### config.mk
export PLATFORM = sky130hd
export DESIGN_NAME = wb_sequencer
export DESIGN_NICKNAME = d
export VERILOG_FILES = /design/src/rtl/wb_sequencer.sv
export SDC_FILE = /design/constraint.sdc
export NUM_CORES = 1
export LEC_CHECK = 0
export BUFFER_PORTS_ARGS = -buffer_cell sky130_fd_sc_hd__buf_2
export CAP_MARGIN = 10
export CELL_PAD_IN_SITES_DETAIL_PLACEMENT = 0
export CELL_PAD_IN_SITES_GLOBAL_PLACEMENT = 1
export CORE_ASPECT_RATIO = 1.4
export CORE_MARGIN = 2
export CORE_UTILIZATION = 34
export CTS_CLUSTER_DIAMETER = 30
export CTS_CLUSTER_SIZE = 14
export DETAILED_ROUTE_END_ITERATION = 10
export GPL_ROUTABILITY_DRIVEN = 0
export PLACE_DENSITY = 0.95
export RECOVER_POWER = 50
export REMOVE_ABC_BUFFERS = 1
export SYNTH_ARGS = -nofsm -noshare
export SYNTH_HDL_FRONTEND = slang
export SYNTH_SLANG_ARGS = --single-unit
### constraint.sdc
create_clock -name clk -period 4.47 [get_ports clk]
set_clock_uncertainty 0.1 [all_clocks]
set_input_delay 0.894 -clock clk [delete_from_list [all_inputs] [get_ports clk]]
set_output_delay 0.894 -clock clk [all_outputs]
set_load 0.05 [all_outputs]
### src/rtl/wb_sequencer.sv
// Writeback sequencer: takes one decoded instruction and runs its data-memory access
// with an ack timeout. It then drives the D-bus source select, the captured values and a one-cycle register-file write.
module wb_sequencer #(
  parameter int DATA_W  = 32,
  parameter int TIMEOUT = 15
) (
  input  logic              clk,
  input  logic              reset,
  input  logic              in_valid,
  output logic              in_ready,
  input  logic [1:0]        in_md,
  input  logic              in_rw,
  input  logic [4:0]        in_da,
  input  logic              in_mw,
  input  logic [DATA_W-1:0] in_addr,
  input  logic [DATA_W-1:0] in_wdata,
  input  logic [DATA_W-1:0] in_func,
  input  logic              in_nxorv,
  output logic              mem_req,
  output logic              mem_we,
  output logic [DATA_W-1:0] mem_addr,
  output logic [DATA_W-1:0] mem_wdata,
  input  logic              mem_ack,
  input  logic [DATA_W-1:0] mem_rdata,
  output logic [1:0]        md_sel,
  output logic [DATA_W-1:0] func_out,
  output logic [DATA_W-1:0] data_out,
  output logic              nxorv,
  output logic              rf_we,
  output logic [4:0]        rf_da,
  output logic              bus_err,
  output logic              illegal
);

  typedef enum logic [1:0] {IDLE, MEM, WB} state_t;

  localparam int CW = $clog2(TIMEOUT + 1);
  localparam logic [CW-1:0] TO_LAST = CW'(TIMEOUT - 1);

  state_t        state;
  logic [CW-1:0] cnt;
  logic          rw_q;

  assign in_ready = (state == IDLE);

  always_ff @(posedge clk) begin
    if (reset) begin
      state     <= IDLE;
      cnt       <= '0;
      rw_q      <= 1'b0;
      mem_req   <= 1'b0;
      mem_we    <= 1'b0;
      mem_addr  <= '0;
      mem_wdata <= '0;
      md_sel    <= 2'd0;
      func_out  <= '0;
      data_out  <= '0;
      nxorv     <= 1'b0;
      rf_we     <= 1'b0;
      rf_da     <= 5'd0;
      bus_err   <= 1'b0;
      illegal   <= 1'b0;
    end else begin
      illegal <= 1'b0;
      case (state)
        IDLE: begin
          if (in_valid) begin
            // Illegal instructions are dropped without touching any captured output
            if (in_md == 2'd3 || (in_mw && in_md == 2'd1)) begin
              illegal <= 1'b1;
            end else begin
              md_sel    <= in_md;
              rw_q      <= in_rw;
              rf_da     <= in_da;
              mem_we    <= in_mw;
              mem_addr  <= in_addr;
              mem_wdata <= in_wdata;
              func_out  <= in_func;
              nxorv     <= in_nxorv;
              cnt       <= '0;
              if (in_md == 2'd1 || in_mw) begin
                state   <= MEM;
                mem_req <= 1'b1;
              end else if (in_rw) begin
                state <= WB;
                rf_we <= 1'b1;
              end
            end
          end
        end
        MEM: begin
          // An ack in the final allowed cycle still wins over the timeout
          if (mem_ack) begin
            mem_req <= 1'b0;
            if (!mem_we) data_out <= mem_rdata;
            if (rw_q) begin
              state <= WB;
              rf_we <= 1'b1;
            end else begin
              state <= IDLE;
            end
          end else if (cnt == TO_LAST) begin
            bus_err <= 1'b1;
            mem_req <= 1'b0;
            cnt     <= '0;
            state   <= IDLE;
          end else begin
            cnt <= cnt + CW'(1);
          end
        end
        WB: begin
          rf_we <= 1'b0;
          state <= IDLE;
        end
        default: state <= IDLE;
      endcase
    end
  end

endmodule

==> Word level (Yosys, flattened, before mapping) <==
Index checks and enable logic that the tools add are counted.
{ "word_totals": {"reg_bits": 148, "in_bits": 142, "output_inout_bits": 142, "wordCells": 77} }
{ "classes": {"add_sub_neg": 1, "eq_ne": 15, "n_mux": 27, "bitwise": 5, "reduce_logical": 14} }
{ "ops": {"columns": ["op", "count"], "rows": [
  ["$mux W4", 4],
  ["$mux W2", 7],
  ["$mux W1", 12],
  ["$ne A2 B2 Y1 const B", 6],
  ["$reduce_and A3 Y1", 3],
  ["$pmux W4 S2", 1],
  ["$reduce_and A4 Y1", 2],
  ["$reduce_and A7 Y1", 1],
  ["$not A1 Y1", 5],
  ["$reduce_and A5 Y1", 1],
  ["$add A4 B1 Y4 const B", 1],
  ["$eq A2 B1 Y1 const B", 2],
  ["$eq A2 B2 Y1 const B", 2],
  ["$eq A4 B4 Y1 const B", 1],
  ["$ne A2 B1 Y1 const B", 2],
  ["$pmux W2 S2", 1],
  ["$ne A3 B1 Y1 const B", 1],
  ["$ne A3 B3 Y1 const B", 1],
  ["$pmux W1 S3", 1],
  ["$reduce_bool A3 Y1", 1],
  ["$reduce_or A3 Y1", 1],
  ["$logic_not A2 Y1", 1],
  ["$logic_or A1 B1 Y1", 2],
  ["$pmux W1 S2", 1],
  ["other kinds (2)", 2]
]} }

==> Depth between registers and ports, before layout <==
Gate-level depths: netlist of the first run.
{ "logic_depth": {"word_depth": 6, "mapped_depth": 7, "depth_no_buf": 5} }

==> Worst setup path before layout of the first run <==
No wires, ideal clock.
{ "synth_path": {"kind": "register -> output", "start": "register state[0]", "end": "output in_ready", "arrival_time_ns": 1.111, "required_ns": 3.476, "path_slack_ns": 2.365, "path_stages_with_launch": 3, "n_path_buf": 1, "path_cell_list": "dfxtp_1 > buf_4 > nor2_1"} }
{ "synth_via": {"elab_chain_cells": 1} }
{ "synth_rtl": {"columns": ["item", "line", "source"], "rows": [
  ["from (decl)", "40", "state_t state;"],
  ["from (signal assigned)", "48", "state <= IDLE;"],
  ["from (signal assigned)", "82", "state <= MEM;"],
  ["from (signal assigned)", "85", "state <= WB;"],
  ["$logic_not A2 Y1", "44", "assign in_ready = (state == IDLE);"],
  ["to (decl)", "10", "output logic in_ready,"]
]} }
No other way between the ends.

==> reports/metrics.cfg, run 1 <==
[min_path]
holdPathStages=2
hold_end=data_out[7]$_SDFFE_PP0P_
hold_path.class=reg -> reg
hp-start=data_out[7]$_SDFFE_PP0P_

[floorplan]
dieArea_mm2=0.0177
core_area_mm2=0.0162
initial_utilization_pct=34.9
ios=284
row_count=55
die_y_um=156
die_width_um=113

[clock_network]
root_buffer=clkbuf_16
cts.repair.resized=0
clock_path_buffers=2
postCtsHoldBufs=0
htreeDepth=4
clk_latency_ns=0.40
cts_sinks=148
cts_tree=done
cts_setup_buffers=0
clk_pin_slew_ns=0.06
numCtsBuffers=17

[sta]
relSlewSlack_pct=-23.7
rsz0062_at_grt=no
drv_slew=89
period_share_pct=57.2
setup_viol=0
hold_viol_final=0
worstMarginPinSlew_ns=1.86
clock.fmax_mhz=391
min_period_ns=2.56

[worst_setup_path]
start_kind=input pin
crit_arrival_ns=2.75
critical_path_class=in -> reg
crit_chain=clkbuf_2 > or4_1 > o31ai_1
max_stage_delay_ns=0.90
r2r_slack_ns=2.22
r2r_start=state[1]$_SDFFE_PP0P_
cp.required_ns=4.66
cp_slowest_cell=clkbuf_2
cp-end-kind=register
r2r_end=mem_addr[11]$_SDFFE_PP0P_
path_max_fanout=89
r2r_cells=4

[detailed_routing]
wl_per_cell_um=15.0
drc=0
drt_iter0_markers=439
ant_nets=0
wl_um=17100
detail_route.vias_per_cell=5.15
drt_first_pass_iters=4
vias=5873

[grt]
grt_remaining_overflow=0
antenna_found_initial=1
track_usage_pct=18.5
grt_pass1_wl_um=26900
grt_max_degree=90
first_global_vias=5484

[power_and_ir_drop]
p_sw_uw=1010
combPwrFrac_pct=16.4
swShare_pct=29.4
leakage_uw=0.00293
power_frac_seq_pct=41.4
pwr_density_cell_mw_per_mm2=452
power_uw=3420
peakVddDrop_v=0.000327
power_frac_clock_pct=42.2
p_int_uw=2420

[placed_design]
hpwlAfterDp_um=11200
place_area_mm2=0.00711
port_buffers=283

[cells_and_area]
area_growth_pct=34.3
nets=1072
fin_area_mm2=0.00757
layout-drive-gt1-share_pct=23.7

[synth]
yosys_register_bits=148
synthCells=690
synth-async-reset-ratio_pct=0
synth_top_area_share_pct=52.5
yosys.area.top_type=dfxtp_1
ys_warn_count=0
synth_cell_types=37
synthTopCellsByArea=dfxtp_1 (53%), a21oi_1 (13%), nand3_1 (9.8%)
yosysMostFrequentCell=dfxtp_1
synth_edf_count=0
ys_seq_area_share_pct=52.5
synth_common_cells=dfxtp_1 (148), a21oi_1 (142), nand3_1 (111)
synth.avg_cell_area_um2=8.17
syn_area_mm2=0.00564
ys.flop_type=dfxtp_1

[run]
drv_cap=1

[outcome]
status=finished with violations
violations=capacitance limit, slew limit

-- worst max-delay path by stage --
stage / depth (start not counted) / from / to
finish: 3 / reset / cnt[0]$_SDFFE_PP0P_
global route: 3 / reset / cnt[0]$_SDFFE_PP0P_
CTS: 2 / state[1]$_SDFFE_PP0P_ / in_ready
detailed placement: 5 / in_valid / mem_wdata[15]$_SDFFE_PP0P_
global placement: 5 / in_valid / func_out[17]$_SDFFE_PP0P_
floorplan: 3 / in_valid / state[0]$_SDFFE_PP0P_
-- cells by family (layout without fill, tap and decap cells) --
family	count (synthesis)	in the layout	share of synthesized area (%)
flip-flops	148	148	52.5
buffers and inverters	77	328	5.90
AO/OA/AOI/OAI	261	261	23.7
other	0	1	0
multiplexers	1	1	0.177
adder cells (fa/ha/maj)	2	2	0.444
AND/OR/NAND/NOR	201	201	17.2
-- power by group through the flow --
stage / clock, µW / combinational, µW / sequential (µW)
finish: 1440 / 560 / 1420
detailed placement: 0 / 574 / 1440
global route: 1540 / 602 / 1420
CTS: 1480 / 575 / 1410
global placement: 0 / 573 / 1440
floorplan: 0 / 147 / 1660
-- cell type report --
cell class	instances	area, µm²
clock inverter	12	153
timing repair buffer	293	1370
fill	1678	8600
sequential	148	2960
multi-input combinational	465	2380
clock buffer	20	447
tap	199	249
antenna	1	2.50
inverter	3	11.3
-- metal layers --
metal	up-vias	part of all wire, %	global-route usage, %
li1	2899	-	-
met1	2701	40	21.8
met2	236	50	31.3
met3	37	7.5	5.85
met4	0	2.7	7.49
met5	-	0	0
-- registers in the layout (all words and copies together) (netlist names) --
signal / flops
data_out: 32
func_out: 32
mem_addr: 32
mem_wdata: 32
rf_da: 5
cnt: 4
md_sel: 2
state: 2
bus_err: 1
illegal: 1
mem_req: 1
mem_we: 1
nxorv: 1
rf_we: 1
rw_q: 1
-- per-stage QoR --
| stage | TNS (ns) | hold WS (ns) | std cells | util, % | worst slack, ns |
|---|---|---|---|---|---|
| finish | 0 | 0.351 | 1141 | 46.8 | 1.91 |
| detailed placement | 0 | 0.343 | 1108 | 43.9 | 1.76 |
| global placement | 0 | 0.339 | 1108 | 43.9 | 1.78 |
| global route | 0 | 0.370 | 1140 | 46.8 | 1.75 |
| CTS | 0 | 0.351 | 1140 | 47.6 | 2.12 |
| floorplan | -288.97 | 0.348 | 616 | - | -2.85 |
-- placed cells by master, fill, tap and decap left out, types with 2 or more instances in the layout --
cell and n:
inv_1 3, bufinv_16 3, dfxtp_1 148, buf_4 9, a21oi_1 142, clkinv_4 2, nor2b_1 3, o211ai_1 4
buf_2 176, nor2_1 4, inv_6 2, o21ai_0 106, clkbuf_16 17, or4_1 2, ha_1 2, clkbuf_1 108
a211oi_1 2, nand2_1 66, nand2b_1 3, clkinv_2 4, or3b_4 2, nand3_1 111
-- worst max-delay path, delay by kind of cell --
family          cells  cell delay [ns]
buf+inv             1             0.90
simple gates        1             0.84
compound gates      1             0.08
(Power assumes the default switching activity.)
==> run 2: changes to the inputs <==
Settings changed: ABC_AREA from default to 1, CORE_UTILIZATION 34 to 31, PLACE_DENSITY 0.95 to 0.9.
Clock period 4.47 ns to 2.6 ns, I/O delays scaled along.
==> run 2 against run 1 <==
Largest power group is now registers. Sequential power is 80% higher. Power grew 87%. Largest cell class unchanged. The flow now finishes without violations. Worst hold slack got worse by 0.11 ns. Utilization fell by 3.1 points. Die area is 3.3% higher.
==> reports/metrics.cfg, run 2 <==
[synth]
synth.avg_cell_area_um2=7.81
synthTopCellsByArea=dfxtp_1 (56%), nor2_1 (20%), o21ai_1 (6.6%)
synthSimpleGateAreaFrac_pct=23.3
synth_top_area_share_pct=55.7
synthAdderAreaFrac_pct=0.471
synthCells=681
synth_edf_count=0
synth-compound-area-share_pct=14.3
synth_cell_types=23
synth-async-reset-ratio_pct=0
ys.flop_type=dfxtp_1
syn_area_mm2=0.00532
ys_warn_count=0
synth_top_family_by_area=simple AND/OR/NAND/NOR gates
yosys_register_bits=148
synth_common_cells=nor2_1 (283), dfxtp_1 (148), o21ai_1 (70)
yosys.area.top_type=dfxtp_1
ys_seq_area_share_pct=55.7
synth_xor_area_share_pct=0.165
muxShareOfSynthArea_pct=0
yosysMostFrequentCell=nor2_1

[grt]
grt_pass1_wl_um=24100
antenna_found_initial=1
grt_max_degree=140
track_usage_pct=16.9
grt_remaining_overflow=0
first_global_vias=4735

[worst_setup_path]
cp-end-kind=register
r2r_end=data_out[12]$_SDFFE_PP0P_
start_kind=register
r2r_slack_ns=0.52
critical_path_class=reg -> reg
crit_start=state[0]$_SDFFE_PP0P_
crit_path_end=data_out[12]$_SDFFE_PP0P_
r2r_start=state[0]$_SDFFE_PP0P_
r2r_cells=6
path_max_fanout=32
crit_arrival_ns=2.33
cp.required_ns=2.84

[sta]
relSlewSlack_pct=27.4
rsz0062_at_grt=no
min_period_ns=2.08
drv_slew=0
hold_viol_final=0
worstMarginPinSlew_ns=1.09
period_share_pct=80.1
setup_tns_ns=0
setup_viol=0
clock.fmax_mhz=480

[min_path]
hold_path.class=in -> reg

[placed_design]
hpwlAfterDp_um=11000
place_inst=1129
place_area_mm2=0.00682
port_buffers=283

[power_and_ir_drop]
leakage_uw=0.00354
peakVddDrop_v=0.000409
pwr_density_cell_mw_per_mm2=874
power_uw=6400

[floorplan]
die_y_um=159
die_width_um=115
row_count=56
dieArea_mm2=0.0182
initial_utilization_pct=31.7
ios=284
core_area_mm2=0.0167

[clock_network]
htreeDepth=4
cts_sinks=148
numCtsBuffers=17
clk_latency_ns=0.41
cts.repair.resized=0
root_buffer=clkbuf_16
clk_pin_slew_ns=0.06
clock_path_buffers=2
postCtsHoldBufs=0
cts_setup_buffers=0
cts_tree=done

[cells_and_area]
area_growth_pct=37.7
postLayoutCoreUtil_pct=43.7
layout_commonest_cell=nor2_1
layout-drive-gt1-share_pct=31.2
fin_area_mm2=0.00732
seqCellArea_mm2=0.00296
multi_input_comb_area_mm2=0.00201
fin_cells=1161
final_cell_mix=nor2_1 (285), buf_2 (259), dfxtp_1 (148)
nets=1089
fillCellCount=1782

[detailed_routing]
wl_per_cell_um=13.5
wl_um=15700
ant_nets=0
vias=5205
drt_iter0_markers=244
drc=0
detail_route.vias_per_cell=4.48
drt_first_pass_iters=4

[outcome]
status=complete, no violations

[run]
drv_cap=0

-- run 2: cell count changes after synthesis, moves of 4 or more --
cell,before,now
o211ai_1,4,0
nand2_1,66,24
o21ai_0,106,69
inv_1,3,11
a21oi_1,142,9
nor2_1,4,283
buf_6,1,10
inv_2,0,4
nand3_1,111,4
buf_4,5,0
clkbuf_1,53,17
o21ai_1,1,70
-- run 2: worst min path at each step --
stage	startpoint	to	slack [ns]	cells past startpoint
finish	in_addr[21]	mem_addr[21]$_SDFFE_PP0P_	0.24	3
global route	in_func[4]	func_out[4]$_SDFFE_PP0P_	0.22	3
CTS	in_func[9]	func_out[9]$_SDFFE_PP0P_	0.21	3
detailed placement	mem_req$_SDFFE_PP0P_	mem_req$_SDFFE_PP0P_	0.35	2
global placement	bus_err$_SDFFE_PP0P_	bus_err$_SDFFE_PP0P_	0.35	2
floorplan	cnt[1]$_SDFFE_PP0P_	cnt[1]$_SDFFE_PP0P_	0.37	2
-- run 2: kinds of logic (layout without fill, tap and decap cells) --
group / Yosys count / in the layout
fa+ha+maj: 2 / 2
buf+inv: 60 / 336
xor+xnor: 1 / 1
other cells: 0 / 1
compound gates: 151 / 151
simple gates: 319 / 319
flops: 148 / 148
-- run 2: critical path: stages (launching register included) --
cell,delay [ns]
dfxtp_1,0.37
inv_2,0.05
nor2_1,0.32
nand2_1,0.12
inv_1,0.81
nor2_1,0.10
nor2_1,0.14
-- run 2: layer usage --
| metal | track usage [%] | vias up | part of all wire (%) |
|---|---|---|---|
| met4 | 9.04 | 0 | 3.7 |
| met2 | 29.0 | 161 | 51 |
| met5 | 0 | - | 0 |
| met3 | 4.80 | 42 | 5.1 |
| li1 | - | 2700 | - |
| met1 | 18.5 | 2302 | 40 |
-- run 2: final cells by class --
cell class | instances | area share [%]
multi-input cells | 473 | 27.5
inverters | 16 | 0.871
repair buffers | 289 | 19.9
diodes | 1 | 0.0342
clock buffers | 20 | 6.10
clock inverters | 11 | 1.71
well taps | 203 | 3.47
flip-flops and latches | 148 | 40.5
-- run 2: power breakdown --
part	switching, µW	leakage, µW	total [µW]	internal (µW)
Sequential	90.6	0.00122	2560	2460
Clock	952	0.000277	2390	1440
Combinational	1090	0.00204	1450	356
Total	2140	0.00354	6400	4260
-- run 2: metrics by stage --
step / hold WS (ns) / setup slack, ns
finish: 0.244 / 0.517
global route: 0.222 / 0.289
CTS: 0.214 / 0.562
detailed placement: 0.348 / 0.664
global placement: 0.348 / 0.687
floorplan: 0.366 / 0.270
